--- src/rtl/screen_sequencer_pkg.sv ---
// Shared definitions for the TicTacToe screen path: sequencer state encoding
// and winner codes, also consumed by the win-screen generator.
package screen_sequencer_pkg;

  localparam logic [1:0] STATE_IDLE     = 2'd0;
  localparam logic [1:0] STATE_PLAY     = 2'd1;
  localparam logic [1:0] STATE_WIN_SHOW = 2'd2;

  typedef enum logic [1:0] {
    IDLE     = STATE_IDLE,
    PLAY     = STATE_PLAY,
    WIN_SHOW = STATE_WIN_SHOW
  } state_t;

  localparam logic [1:0] WIN_DRAW = 2'b00;
  localparam logic [1:0] WIN_X    = 2'b01;
  localparam logic [1:0] WIN_O    = 2'b10;

  // The reserved code 11 is shown as a draw.
  function automatic logic [1:0] sanitize_winner(input logic [1:0] w);
    return (w == 2'b11) ? WIN_DRAW : w;
  endfunction

endpackage

--- src/rtl/screen_sequencer_if.sv ---
// Game-flow bus between the board/timing logic (master) and the screen
// sequencer (slave).
interface screen_sequencer_if;
  logic       frame_tick;
  logic       btn_start;
  logic       game_over;
  logic [1:0] winner;
  logic       cePS;
  logic       ceSS;
  logic [1:0] winner_q;
  logic       new_game;

  modport master (
    output frame_tick, btn_start, game_over, winner,
    input  cePS, ceSS, winner_q, new_game
  );

  modport slave (
    input  frame_tick, btn_start, game_over, winner,
    output cePS, ceSS, winner_q, new_game
  );
endinterface

--- src/rtl/screen_sequencer_rise_detect.sv ---
// Rising-edge detector for a debounced level input. History resets to 1 so a
// level already high when reset releases is not reported as an edge.
module screen_sequencer_rise_detect (
  input  logic clk,
  input  logic reset_n,
  input  logic i_level,
  output logic o_rise
);

  logic r_prev;

  always_ff @(posedge clk) begin
    if (!reset_n) r_prev <= 1'b1;
    else          r_prev <= i_level;
  end

  assign o_rise = i_level & ~r_prev;

endmodule

--- src/rtl/screen_sequencer.sv ---
// Game-flow sequencer: blank -> play -> win screen -> blank, switching only on
// frame boundaries, with a latched winner and a one-cycle board-clear pulse.
//
// state    | meaning
// ---------+-------------------------------------------------------------
// IDLE     | blank screen, waiting for a start request
// PLAY     | play screen shown, waiting for a game-over request
// WIN_SHOW | win screen held for WIN_FRAMES frames or until a new start
module screen_sequencer
  import screen_sequencer_pkg::*;
#(
  parameter int WIN_FRAMES = 180,
  parameter int CNT_W      = 8
) (
  input logic                clk,
  input logic                reset_n,
  screen_sequencer_if.slave  bus
);

  localparam logic [CNT_W-1:0] LAST_FRAME = CNT_W'(WIN_FRAMES - 1);

  state_t           r_state, w_state_nxt;
  logic             r_pend_play, w_pend_play_nxt;
  logic             r_pend_win, w_pend_win_nxt;
  logic [CNT_W-1:0] r_cnt, w_cnt_nxt;
  logic [1:0]       r_winner_q, w_winner_nxt;
  logic             r_ce_ps, r_ce_ss, r_new_game, w_new_game_nxt;
  logic             w_start_edge;

  screen_sequencer_rise_detect u_start_edge (
    .clk     (clk),
    .reset_n (reset_n),
    .i_level (bus.btn_start),
    .o_rise  (w_start_edge)
  );

  always_comb begin
    w_state_nxt     = r_state;
    w_pend_play_nxt = r_pend_play;
    w_pend_win_nxt  = r_pend_win;
    w_cnt_nxt       = r_cnt;
    w_winner_nxt    = r_winner_q;
    w_new_game_nxt  = 1'b0;

    // Transitions act only on registered requests, so a request raised in a
    // tick cycle waits for the following frame.
    if (bus.frame_tick) begin
      case (r_state)
        IDLE: begin
          if (r_pend_play) begin
            w_state_nxt     = PLAY;
            w_pend_play_nxt = 1'b0;
            w_new_game_nxt  = 1'b1;
          end
        end
        PLAY: begin
          if (r_pend_win) begin
            w_state_nxt    = WIN_SHOW;
            w_pend_win_nxt = 1'b0;
            w_cnt_nxt      = '0;
          end
        end
        WIN_SHOW: begin
          if (r_pend_play) begin
            w_state_nxt     = PLAY;
            w_pend_play_nxt = 1'b0;
            w_new_game_nxt  = 1'b1;
          end else if (r_cnt == LAST_FRAME) begin
            w_state_nxt = IDLE;
          end else begin
            w_cnt_nxt = r_cnt + 1'b1;
          end
        end
        default: w_state_nxt = IDLE;
      endcase
    end

    if (w_start_edge && (r_state == IDLE || r_state == WIN_SHOW) &&
        (w_state_nxt != PLAY))
      w_pend_play_nxt = 1'b1;

    // First game_over wins; later ones are ignored until the win screen shows.
    if (bus.game_over && (r_state == PLAY) && !r_pend_win) begin
      w_pend_win_nxt = 1'b1;
      w_winner_nxt   = sanitize_winner(bus.winner);
    end
  end

  always_ff @(posedge clk) begin
    if (!reset_n) begin
      r_state     <= IDLE;
      r_pend_play <= 1'b0;
      r_pend_win  <= 1'b0;
      r_cnt       <= '0;
      r_winner_q  <= WIN_DRAW;
      r_ce_ps     <= 1'b0;
      r_ce_ss     <= 1'b0;
      r_new_game  <= 1'b0;
    end else begin
      r_state     <= w_state_nxt;
      r_pend_play <= w_pend_play_nxt;
      r_pend_win  <= w_pend_win_nxt;
      r_cnt       <= w_cnt_nxt;
      r_winner_q  <= w_winner_nxt;
      r_ce_ps     <= (w_state_nxt == PLAY);
      r_ce_ss     <= (w_state_nxt == WIN_SHOW);
      r_new_game  <= w_new_game_nxt;
    end
  end

  assign bus.cePS     = r_ce_ps;
  assign bus.ceSS     = r_ce_ss;
  assign bus.winner_q = r_winner_q;
  assign bus.new_game = r_new_game;

endmodule

--- src/flat_wrapper.sv ---
// flat-port wrapper written by rule: the top's interface ports become plain ports
module screen_sequencer_flat import screen_sequencer_pkg::*;
#(
  parameter int WIN_FRAMES = 180,
  parameter int CNT_W      = 8
)
  (clk, reset_n, bus_frame_tick, bus_btn_start, bus_game_over, bus_winner, bus_cePS, bus_ceSS, bus_winner_q, bus_new_game);
  screen_sequencer_if bus_i ();
  input logic clk;
  input logic reset_n;
  input wire logic [$bits(bus_i.frame_tick)-1:0] bus_frame_tick;
  input wire logic [$bits(bus_i.btn_start)-1:0] bus_btn_start;
  input wire logic [$bits(bus_i.game_over)-1:0] bus_game_over;
  input wire logic [$bits(bus_i.winner)-1:0] bus_winner;
  output wire logic [$bits(bus_i.cePS)-1:0] bus_cePS;
  output wire logic [$bits(bus_i.ceSS)-1:0] bus_ceSS;
  output wire logic [$bits(bus_i.winner_q)-1:0] bus_winner_q;
  output wire logic [$bits(bus_i.new_game)-1:0] bus_new_game;
  assign bus_i.frame_tick = bus_frame_tick;
  assign bus_i.btn_start = bus_btn_start;
  assign bus_i.game_over = bus_game_over;
  assign bus_i.winner = bus_winner;
  assign bus_cePS = bus_i.cePS;
  assign bus_ceSS = bus_i.ceSS;
  assign bus_winner_q = bus_i.winner_q;
  assign bus_new_game = bus_i.new_game;
  screen_sequencer #(.WIN_FRAMES(WIN_FRAMES), .CNT_W(CNT_W)) u_core (.clk(clk), .reset_n(reset_n), .bus(bus_i));
endmodule
--- config.mk ---
export PLATFORM = sky130hd
export DESIGN_NAME = screen_sequencer_flat
export DESIGN_NICKNAME = d
export VERILOG_FILES = /design/src/rtl/screen_sequencer_pkg.sv /design/src/rtl/screen_sequencer_if.sv /design/src/rtl/screen_sequencer_rise_detect.sv /design/src/rtl/screen_sequencer.sv /design/src/flat_wrapper.sv
export SDC_FILE = /design/constraint.sdc
export NUM_CORES = 1
export LEC_CHECK = 0
export ABC_AREA = 0
export CAP_MARGIN = 20
export CORE_MARGIN = 4
export CORE_UTILIZATION = 55
export CTS_BUF_LIST = sky130_fd_sc_hd__clkbuf_8 sky130_fd_sc_hd__clkbuf_16
export DETAILED_ROUTE_END_ITERATION = 8
export GPL_ROUTABILITY_DRIVEN = 0
export PLACE_DENSITY = 0.82
export REMOVE_ABC_BUFFERS = 1
export SYNTH_ARGS = -nofsm -noshare
export SYNTH_HDL_FRONTEND = slang
export SYNTH_SLANG_ARGS = --single-unit
--- constraint.sdc ---
create_clock -name clk -period 4.53 [get_ports clk]
set_clock_uncertainty 0.1 [all_clocks]
set_input_delay 0.6795 -clock clk [delete_from_list [all_inputs] [get_ports clk]]
set_output_delay 0.6795 -clock clk [all_outputs]
set_load 0.005 [all_outputs]
Word-level counts from Yosys, hierarchy flattened
Cells that the tools add are included.
Word-level totals
  bits in registers: 18
  output and inout bits: 5
Cells by class
  add/sub/neg operators: 1
  equal/unequal tests: 10
  muxes and demuxes: 18
  bitwise operators: 2
  reductions and logical operators: 17
Operators by type and width (count)
  $mux W8: 3
  $pmux W8 S2: 1
  $mux W2: 6
  $reduce_bool A2 Y1: 5
  $add A8 B1 Y8 const B: 1
  $eq A8 B8 Y1 const B: 1
  $mux W1: 7
  $eq A2 B2 Y1 const B: 3
  $pmux W2 S3: 1
  $reduce_and A5 Y1: 1
  $eq A2 B1 Y1 const B: 2
  $logic_and A1 B1 Y1: 4
  $ne A2 B1 Y1 const B: 2
  $ne A2 B2 Y1 const B: 2
  $reduce_and A2 Y1: 2
  $reduce_and A3 Y1: 1
  $logic_not A2 Y1: 1
  $reduce_or A2 Y1: 1
  $and A1 B1 Y1: 1
  $logic_not A1 Y1: 1
  $logic_or A1 B1 Y1: 1
  $not A1 Y1: 1

Depth between registers and ports, before layout
Gate-level depths: netlist of run 1.
  word-level depth: 9
  depth in mapped cells: 6

Hierarchy
Synthesis of run 1 repeated with hierarchy kept, for this count alone.
Second synthesis, totals
  cells, all modules: 88
  area total of the unflattened synthesis: 823.3 µm²
Modules (own cells, without submodules)
  screen_sequencer: times used 1, cells an instance 85, area an instance 783.3 µm², seq. area each 340.3 µm²
  screen_sequencer_rise_detect: times used 1, cells an instance 3, area an instance 40.0 µm², seq. area each 20.0 µm²

Least setup slack after synthesis of run 1
Ideal clock, no wire load.
  path kind: input-to-reg
  start point: input port bus_frame_tick
  end point: register u_core.r_pend_play
  setup time: 0.122 ns
  data arrival time: 1.659 ns
  required time: 4.308 ns
  path slack: 2.649 ns
  cell stages on the path: 4
  buffers on the path: 1
  path through: buf_2 nor2b_1 a22oi_1 o311a_1
Between the ends
  cells in the longest elaborated chain, start to end: 5
Ends and longest elaborated chain
  start, declared: line flat_wrapper.sv:11  | input wire logic [$bits(bus_i.frame_tick)-1:0] bus_frame_tick;
  $mux W2: line screen_sequencer.sv:47  | if (bus.frame_tick) begin
  $ne A2 B1 Y1: line screen_sequencer.sv:79  | (w_state_nxt != PLAY))
  $logic_and A1 B1 Y1: line screen_sequencer.sv:78  | if (w_start_edge && (r_state == IDLE || r_state == WIN_SHOW) &&
  $reduce_bool A2 Y1 (no line)
  $reduce_and A2 Y1 (no line)
  end signal, assigned: line screen_sequencer.sv:101  | r_pend_play <= w_pend_play_nxt;
  end, declared: line screen_sequencer.sv:23  | logic r_pend_play, w_pend_play_nxt;
Parallel ways exist; a longest one is shown, timed or not.
A chain may end at the register's enable or synchronous reset.

Worst setup path in the final report of run 1
Same ends and word-level chain as after synthesis.

==> impl_results.md, run 1 <==
* Status: finished, final reports clean
* Synth top area cells: dfxtp_1, xnor2_1, nor2_1
* Async S/R FF share, synth at 0%
* Simple-Gate Fraction of Synth Area at 22.8%
* Nets at 109
* DP HPWL at 1.21 mm
* Multiplexer share of the synthesized area at 0%
* CTS Sinks at 18
* Clock Path Buffers at 2
* Total Wirelength at 1.73 mm
* Max Cap Viol at 0
* Worst EP arrival at 2.32 ns
* Clk_lat worst skew at 0.25 ns
* Postcts setup bufs at 0
* Rows at 13
* CTS tree: built
* Setup violations, final at 0
* Worst-path clk slew at 0.06 ns
* Area share of fa/ha/maj cells after synthesis at 1.47%
* Antenna Nets Post-Route at 0
* Total CTS buffers at 3
* Power Density at 303 nW/um^2
* First-pass iteration count of the detailed router at 4
* Largest net degree at the start of global routing at 11
* Initial antenna violation count at 0
* Mapped cell area at 851 sq um
* DRC viols at 0
* Final std cells w/o fill at 115
* Leakage at 0.332 nW
* Min-delay worst type: flip-flop to flip-flop
* Met3 wire length at 102 microns
* Core Area at 1380 sq um
* Number of synthesized register bits at 18
* Final Max Slew Viols at 0
* DIE HEIGHT at 47.3 microns
* Sequential element share of the synthesized area at 42.4%
* Hold Buf Count CTS at 0
* IO buf count at 11
* Total negative slack at 0 ns
* Post-synth EDFFs at 0
* Hold Violations, Final at 0
* Tcrit/Tclk final at 50.5%
* DR WL/cell at 15.0 microns
* Gr ovfl total at 0
* Largest family of logic cells by synthesized area: simple AND/OR/NAND/NOR gates
* Compound-cell area share of the yosys netlist at 22.4%
* Slew @ Worst Pin at 0.535 ns
* ANT cells at 0
* Clk root buf: clkbuf_8
* Die width at 47.3 microns
* Worst Setup End Kind: flip-flop
* Synth warn at 0
* Cell taking the most area after synthesis: dfxtp_1
* CP Launch Type: primary input
* Total track usage at 18.5%
* Vias in the first global route at 635
* Post-synth top area share at 42.4%
* Routed wl met2 at 793 microns
* WP data required at 4.57 ns
* Unrepaired setup endpoints after global routing: no
* Post-cts sizing count at 0
* Vias at 694
* Crit path kind: primary input to flip-flop
* Largest fanout on the critical path at 10
* Area delta synth->final at 17.9%
* H-tree depth at 1
* Ys flop type: dfxtp_1
* DR iter-0 viols at 18
* Syn Area/Cell at 9.56 sq um
* Die Area at 2240 sq um
* Cells after synthesis at 89
* WL met1 at 795 microns
* Vias per cell at 6.03
* Yosys cell types at 32
* Share of layout cells above drive strength 1 at 8.00%
* Placed insts at 111
* Maximum vdd drop at 0.193 mV
* First-pass GRT wire length at 2.86 mm
* I/O pins at 12
* Fmax at 437 MHz
* Tmin final at 2.29 ns
* Xor/xnor share of the synthesized area at 5.15%
* Initial core utilization at 61.5%
* Top Metal Used: met4
* Max_slew headroom at 63.8%
[cells in the mapped netlist, types with 2 or more instances]
master	number
a21oi_1	5
and2_1	2
a41oi_1	2
nand3b_1	4
xnor2_1	5
nand2b_1	2
inv_1	5
dfxtp_1	18
nand4_1	3
nand2_1	6
buf_6	2
o21ai_0	4
nor2_1	9
a311oi_1	2
and3_1	3
[through the flow]
| step | total power, mW | worst slack, ns | utilization [%] | area (sq um) | hold slack, ns |
|---|---|---|---|---|---|
| 3_5_place_dp | 0.180 | 2.02 | 68.6 | 948 | 0.371 |
| 3_3_place_gp | 0.180 | 2.07 | 68.6 | 948 | 0.354 |
| 4_1_cts | 0.306 | 2.27 | 72.6 | 1000 | 0.382 |
| 2_1_floorplan | 0.171 | 2.83 | - | 820 | 0.362 |
| 5_1_grt | 0.314 | 2.12 | 72.6 | 1000 | 0.425 |
| 6_report | 0.304 | 2.24 | 72.6 | 1000 | 0.377 |
[cells in the final DEF (no fill, tap or decap), drive strengths merged, types with 2 or more instances in the layout]
master         instances
xnor2                  5
dfxtp                 18
inv                    5
nand3b                 4
and3                   3
a41oi                  2
clkbuf                 4
o21ai                  4
clkdlybuf4s50         11
nor2                   9
a211oi                 2
and2                   2
a311oi                 2
a21oi                  5
nand2b                 2
a31oi                  2
nand4                  3
nand2                  6
[routing by layer]
metal / GRT usage (%) / up-vias
met5: 0 / -
met4: 8.29 / 0
met3: 3.45 / 6
met2: 29.7 / 30
met1: 23.8 / 312
li1: - / 346
[path summary, 6_finish.rpt]
kind / from / endpoint / slack (ns) / cells after the start
worst min-delay path: u_core.bus.winner_q[1]$_SDFFE_PN0P_ / u_core.bus.winner_q[1]$_SDFFE_PN0P_ / 0.38 / 2
worst min register to register: u_core.bus.winner_q[1]$_SDFFE_PN0P_ / u_core.bus.winner_q[1]$_SDFFE_PN0P_ / 0.38 / 2
worst max register to register: u_core.r_state[1]$_SDFF_PN0_ / u_core.r_cnt[2]$_SDFFE_PN0P_ / 2.66 / 4
worst max-delay path: bus_frame_tick / u_core.r_pend_play$_SDFFE_PN0P_ / 2.24 / 4
[worst max-delay path, stage by stage]
cell             delay [ns]
clkdlybuf4s50_1        0.64
nor2b_1                0.43
a22oi_1                0.21
o311a_1                0.36
[state kept, by name, summed over array words and instances, names as in the netlist]
name                        cells
u_core.bus.cePS                 1
u_core.bus.ceSS                 1
u_core.bus.new_game             1
u_core.bus.winner_q             2
u_core.r_cnt                    8
u_core.r_pend_play              1
u_core.r_pend_win               1
u_core.r_state                  2
u_core.u_start_edge.r_prev      1
[area by class of cell]
| class | count | area, sq um |
|---|---|---|
| fill | 99 | 379 |
| multi-input combinational | 62 | 440 |
| sequential | 18 | 360 |
| timing repair buffer | 11 | 110 |
| clock buffer | 4 | 55.1 |
| inverter | 5 | 18.8 |
| tap | 15 | 18.8 |
[power breakdown]
| group | internal (mW) | switching, mW |
|---|---|---|
| Clock | 0.0771 | 0.0499 |
| Sequential | 0.160 | 0.00153 |
| Combinational | 0.00800 | 0.00768 |
[cell families (layout without fill, tap and decap cells)]
group,after synthesis,count (layout)
buffers and inverters,9,20
adders and majority gates,1,1
and+or+nand+nor,34,34
AOI/OAI and AO/OA,22,22
DFF,18,18
xor gates and xnor gates,5,5
Power figures use the tool's default switching activity.
==> run 2: changes to the inputs <==
- CORE_UTILIZATION: 55 -> 51
- PLACE_DENSITY: 0.82 -> 0.77
- clock period: 4.53 -> 2.4 ns (I/O delays scaled with it)
==> run 2 against run 1 <==
- critical path depth rose by 1
- largest cell class unchanged
- cell area rose by 0.87%
- clock power rose by 98%
==> impl_results.md, run 2 (same netlist as run 1, synthesis figures left out) <==
* Status: finished, final reports clean
* Clk_lat worst skew at 0.26 ns (about the same)
* Share of layout cells above drive strength 1 at 8.91% (+0.91 points)
* Min-delay worst type: flip-flop to flip-flop
* H-tree depth at 1 (unchanged)
* Commonest cells after routing, fill and taps aside: dfxtp_1, clkdlybuf4s50_1, nor2_1
* Fin area at 1010 sq um (+0.87%)
* Slew @ Worst Pin at 0.480 ns (-0.0547 ns)
* CP startpoint: bus_frame_tick
* Maximum vdd drop at 0.352 mV (+83%)
* Core Area at 1540 sq um (+11%)
* Nets at 110 (+0.92%)
* Vias in the first global route at 710 (+12%)
* Fmax at 521 MHz
* CP Buf/Inv Count at 2 (+1)
* Gr ovfl total at 0 (unchanged)
* Area delta synth->final at 19.0%
* Dpl cell area at 957 sq um (+0.92%)
* Total Wirelength at 1.78 mm (+3.4%)
* DR iter-0 viols at 17 (-1)
* First-pass iteration count of the detailed router at 4 (unchanged)
* Post-cts sizing count at 0 (unchanged)
* CP Launch Type: primary input
* ANT cells at 0 (unchanged)
* Most common cell after layout, fill and taps aside: dfxtp_1
* Clock Path Buffers at 2 (unchanged)
* RR Startpoint: u_core.r_state[0]$_SDFF_PN0_
* IO buf count at 11 (unchanged)
* Largest net degree at the start of global routing at 11 (unchanged)
* Max_slew headroom at 67.5% (+3.7 points)
* Die Area at 2390 sq um (+6.5%)
* Final Max Slew Viols at 0 (unchanged)
* Hold path start: u_core.bus.winner_q[1]$_SDFFE_PN0P_
* Tmin final at 1.92 ns
* DR WL/cell at 15.2 microns (+1.6%)
* Hold Buf Count CTS at 0 (unchanged)
* Flop2flop setup slack at 0.56 ns (-2.10 ns)
* CTS Sinks at 18 (unchanged)
* CP top delay family: buffers and inverters
* Worst EP arrival at 1.98 ns (-0.34 ns)
* Tcrit/Tclk final at 79.9%
* Vias per cell at 6.14 (+1.7%)
* Vias at 718 (+3.5%)
* Total CTS buffers at 3 (unchanged)
* Die width at 48.8 microns (+3.2%)
* Top reg by flops: u_core.r_cnt
* Worst Setup End Kind: flip-flop
* Worst-path clk slew at 0.07 ns (about the same)
* DRC viols at 0 (unchanged)
* Hold Violations, Final at 0 (unchanged)
* Total negative slack at 0 ns (unchanged)
* Largest fanout on the critical path at 10 (unchanged)
* Setup violations, final at 0 (unchanged)
* DIE HEIGHT at 48.8 microns (+3.2%)
* Antenna Nets Post-Route at 0 (unchanged)
* Rows at 14 (+1)
* Clk root buf: clkbuf_8
* DP HPWL at 1.25 mm (+4.0%)
* Critical path's slowest cell: clkdlybuf4s50_1
* Unrepaired setup endpoints after global routing: no
* Power Density at 582 nW/um^2 (+92%)
* Worst path cell trace: clkdlybuf4s50_1, nor2b_1, buf_4, nand3b_1, a311oi_1
* Fillers at 130 (+31%)
* WP data required at 2.46 ns (-2.11 ns)
* CTS tree: built
* First-pass GRT wire length at 3.24 mm (+13%)
* Max Cap Viol at 0 (unchanged)
* Crit path largest cell delay at 0.68 ns (+0.04 ns)
* Total track usage at 17.1% (-1.4 points)
* I/O pins at 12 (unchanged)
* Initial antenna violation count at 0 (unchanged)
* Crit path kind: primary input to flip-flop
* Flip-flop count of the largest register after layout at 8 (unchanged)
* Leakage at 0.337 nW (+1.5%)
* Postcts setup bufs at 0 (unchanged)
* Initial core utilization at 55.2% (-6.3 points)
run 2: changes by cell type in the layout (fill, tap and decap cells not counted), sizes merged:
cell  before  now
buf        0    1
run 2: path summary, 6_finish.rpt:
kind,cells after the start,to
hold / removal,2,u_core.bus.winner_q[1]$_SDFFE_PN0P_
setup / recovery,5,u_core.r_cnt[0]$_SDFFE_PN0P_
setup reg to reg,4,u_core.r_cnt[0]$_SDFFE_PN0P_
hold reg to reg,2,u_core.bus.winner_q[1]$_SDFFE_PN0P_
run 2: final cells by class:
| cell class | count | area (sq um) | area share, % |
|---|---|---|---|
| multi-input combinational | 62 | 440 | 43.5 |
| sequential | 18 | 360 | 35.6 |
| timing repair buffer | 12 | 118 | 11.6 |
| clock buffer | 4 | 55.1 | 5.44 |
| tap | 16 | 20.0 | 1.98 |
| inverter | 5 | 18.8 | 1.85 |
run 2: worst register-to-register path: cells and delay by family (launching register included):
family          cells  cell delay, ns
compound gates      2            0.56
flops               1            0.39
simple gates        2            0.69
run 2: power breakdown:
group | total, mW | internal [mW] | switching (mW)
combinational | 0.0318 | 0.0164 | 0.0154
sequential | 0.305 | 0.302 | 0.00282
clock | 0.252 | 0.146 | 0.106
run 2: per-layer routing:
| layer | wire length (microns) | part of all wire, % | vias up | GRT usage (%) |
|---|---|---|---|---|
| met5 | 0 | 0 | - | 0 |
| met4 | 43 | 2.4 | 0 | 11.2 |
| met3 | 113 | 6.3 | 5 | 3.98 |
| met2 | 834 | 47 | 31 | 25.9 |
| met1 | 791 | 44 | 332 | 21.5 |
| li1 | - | - | 350 | - |
run 2: per-stage QoR:
step | worst slack [ns] | hold WS (ns) | util (%) | cells | power (mW)
after floorplan | 0.767 | 0.329 | - | 85 | 0.322
after global placement | 0.343 | 0.355 | 62.1 | 113 | 0.342
after detailed placement | 0.273 | 0.373 | 62.1 | 113 | 0.343
after CTS | 0.523 | 0.382 | 65.7 | 117 | 0.589
after global routing | 0.410 | 0.409 | 65.7 | 117 | 0.609
final | 0.482 | 0.376 | 65.7 | 117 | 0.589
==> run 3: changes to the inputs <==
- clock period: 2.4 -> 1.99 ns (I/O delays scaled with it)
==> run 3 against run 2 <==
- count of clock-buffer cells in the layout did not move
- highest routed layer unchanged
- worst hold slack worse by 0.0051 ns
- flip-flop and latch count did not move
- sequential power up 21%
- largest power group unchanged
- core utilization is 1.9 points higher
- largest cell class unchanged
- global-route usage down 1.5 points
- combinational power increased by 35%
- critical path type is now flip-flop to flip-flop
- worst setup slack worse by 0.31 ns
==> impl_results.md, run 3 (same netlist as run 1, synthesis figures left out) <==
* Leakage at 0.356 nW (+5.7%)
* WP data required at 2.05 ns (-0.41 ns)
* Hold Buf Count CTS at 0 (unchanged)
* Commonest cells after routing, fill and taps aside: dfxtp_1, clkdlybuf4s50_1, nor2_1
* Hold path start: u_core.bus.winner_q[1]$_SDFFE_PN0P_
* Core Util, Final at 67.6% (+1.9 points)
* H-tree depth at 1 (unchanged)
* Tcrit/Tclk final at 91.6%
* Sw frac at 20.1% (-1.0 points)
* Psw at 0.142 mW (+14%)
* Total Wirelength at 1.74 mm (-2.7%)
* Rows at 14 (unchanged)
* Unrepaired setup endpoints after global routing: no
* Initial antenna violation count at 0 (unchanged)
* Max_slew headroom at 67.4% (-0.13 points)
* ANT cells at 0 (unchanged)
* DP HPWL at 1.25 mm (-0.46%)
* DIE HEIGHT at 48.8 microns (unchanged)
* IO buf count at 11 (unchanged)
* Nets at 114 (+3.6%)
* DR iter-0 viols at 22 (+5)
* Gr ovfl total at 0 (unchanged)
* DR WL/cell at 14.3 microns (-5.9%)
* First-pass GRT wire length at 3.02 mm (-6.8%)
* Power Density at 677 nW/um^2 (+16%)
* Largest net degree at the start of global routing at 11 (unchanged)
* Total track usage at 15.7% (-1.5 points)
* Fillers at 125 (-3.8%)
* Setup violations, final at 0 (unchanged)
* FF/Latch Area at 360 sq um (unchanged)
* Flip-flop count of the largest register after layout at 8 (unchanged)
* Share of power burned in registers at 52.1% (+0.3 points)
* Die width at 48.8 microns (unchanged)
* Area delta synth->final at 22.5%
* Slew @ Worst Pin at 0.482 ns (+0.00187 ns)
* Largest fanout on the critical path at 9 (-1)
* Final Max Slew Viols at 0 (unchanged)
* CP startpoint: u_core.r_state[0]$_SDFF_PN0_
* CTS tree: built
* Max Cap Viol at 0 (unchanged)
* Most common cell after layout, fill and taps aside: dfxtp_1
* Postcts setup bufs at 0 (unchanged)
* Hold Violations, Final at 0 (unchanged)
* Status: finished, final reports clean
* Footprint of the multi-input gates at 440 sq um (unchanged)
* Worst EP arrival at 1.88 ns (-0.10 ns)
* Clock power frac at 41.8% (-1.0 points)
* Vias per cell at 5.96 (-2.9%)
* I/O pins at 12 (unchanged)
* Die Area at 2390 sq um (unchanged)
* Comb power frac at 6.1% (+0.7 points)
* Core Area at 1540 sq um (unchanged)
* DRC viols at 0 (unchanged)
* Initial core utilization at 55.2% (unchanged)
* Crit path kind: flip-flop to flip-flop
* Maximum vdd drop at 0.443 mV (+26%)
* Min-delay worst type: flip-flop to flip-flop
* Share of layout cells above drive strength 1 at 12.4% (+3.5 points)
* RR Startpoint: u_core.r_state[0]$_SDFF_PN0_
* Tmin final at 1.82 ns
* Antenna Nets Post-Route at 0 (unchanged)
* Clk_lat worst skew at 0.25 ns (about the same)
* Vias at 721 (+0.42%)
* Top reg by flops: u_core.r_cnt
* Clk root buf: clkbuf_8
* Vias in the first global route at 677 (-4.6%)
* First-pass iteration count of the detailed router at 4 (unchanged)
* Worst Setup End Kind: flip-flop
* Worst-path clk slew at 0.07 ns (about the same)
* CTS Sinks at 18 (unchanged)
* Pint at 0.564 mW (+21%)
* Post-cts sizing count at 0 (unchanged)
* Fmax at 549 MHz
* Total negative slack at 0 ns (unchanged)
* Clock Path Buffers at 2 (unchanged)
* Total CTS buffers at 3 (unchanged)
* CP Launch Type: flip-flop
==> run 3: cell count changes in the layout (fill, tap and decap cells not counted), sizes merged <==
cell,delta
buf,+4
==> run 3: critical path, cell delays in order, from the launching register on <==
cell      delay (ns)
dfxtp_1         0.39
or3b_1          0.57
a31oi_4         0.26
a41oi_1         0.15
a311oi_1        0.26
==> run 3: layout make-up <==
cell class,count,area share [%]
multi-input combinational,62,42.3
sequential,18,34.6
timing repair buffer,16,14.2
clock buffer,4,5.28
tap,16,1.92
inverter,5,1.80
==> run 3: metal layers <==
layer / GRT usage (%) / part of all wire, % / vias up
met4: 6.73 / 1.3 / 0
met2: 25.9 / 48 / 25
met3: 3.06 / 6.0 / 4
met5: 0 / 0 / -
met1: 19.5 / 45 / 336
li1: - / - / 356
==> run 3: path summary, 6_finish.rpt <==
check / end / slack (ns) / depth (start not counted)
worst min register to register: u_core.bus.winner_q[1]$_SDFFE_PN0P_ / 0.37 / 2
worst min-delay path: u_core.bus.winner_q[1]$_SDFFE_PN0P_ / 0.37 / 2
worst max register to register: u_core.r_cnt[2]$_SDFFE_PN0P_ / 0.17 / 4
worst max-delay path: u_core.r_cnt[2]$_SDFFE_PN0P_ / 0.17 / 4
==> run 3: stage by stage <==
stage	instances	power, mW	instance area, sq um	hold slack (ns)	setup WS, ns
2_1_floorplan	85	0.388	820	0.267	0.357
3_3_place_gp	117	0.417	987	0.355	0.145
3_5_place_dp	117	0.418	987	0.364	0.0911
4_1_cts	121	0.713	1040	0.376	0.179
5_1_grt	121	0.735	1040	0.404	0.0896
6_report	121	0.706	1040	0.371	0.168
==> run 3: power by group through the flow <==
stage               clock network [mW]  registers (mW)  logic [mW]
floorplan                            0           0.375      0.0134
CTS                              0.302           0.368      0.0430
finish                           0.295           0.368      0.0429
detailed placement                   0           0.376      0.0425
global placement                     0           0.376      0.0415
global route                     0.320           0.368      0.0476
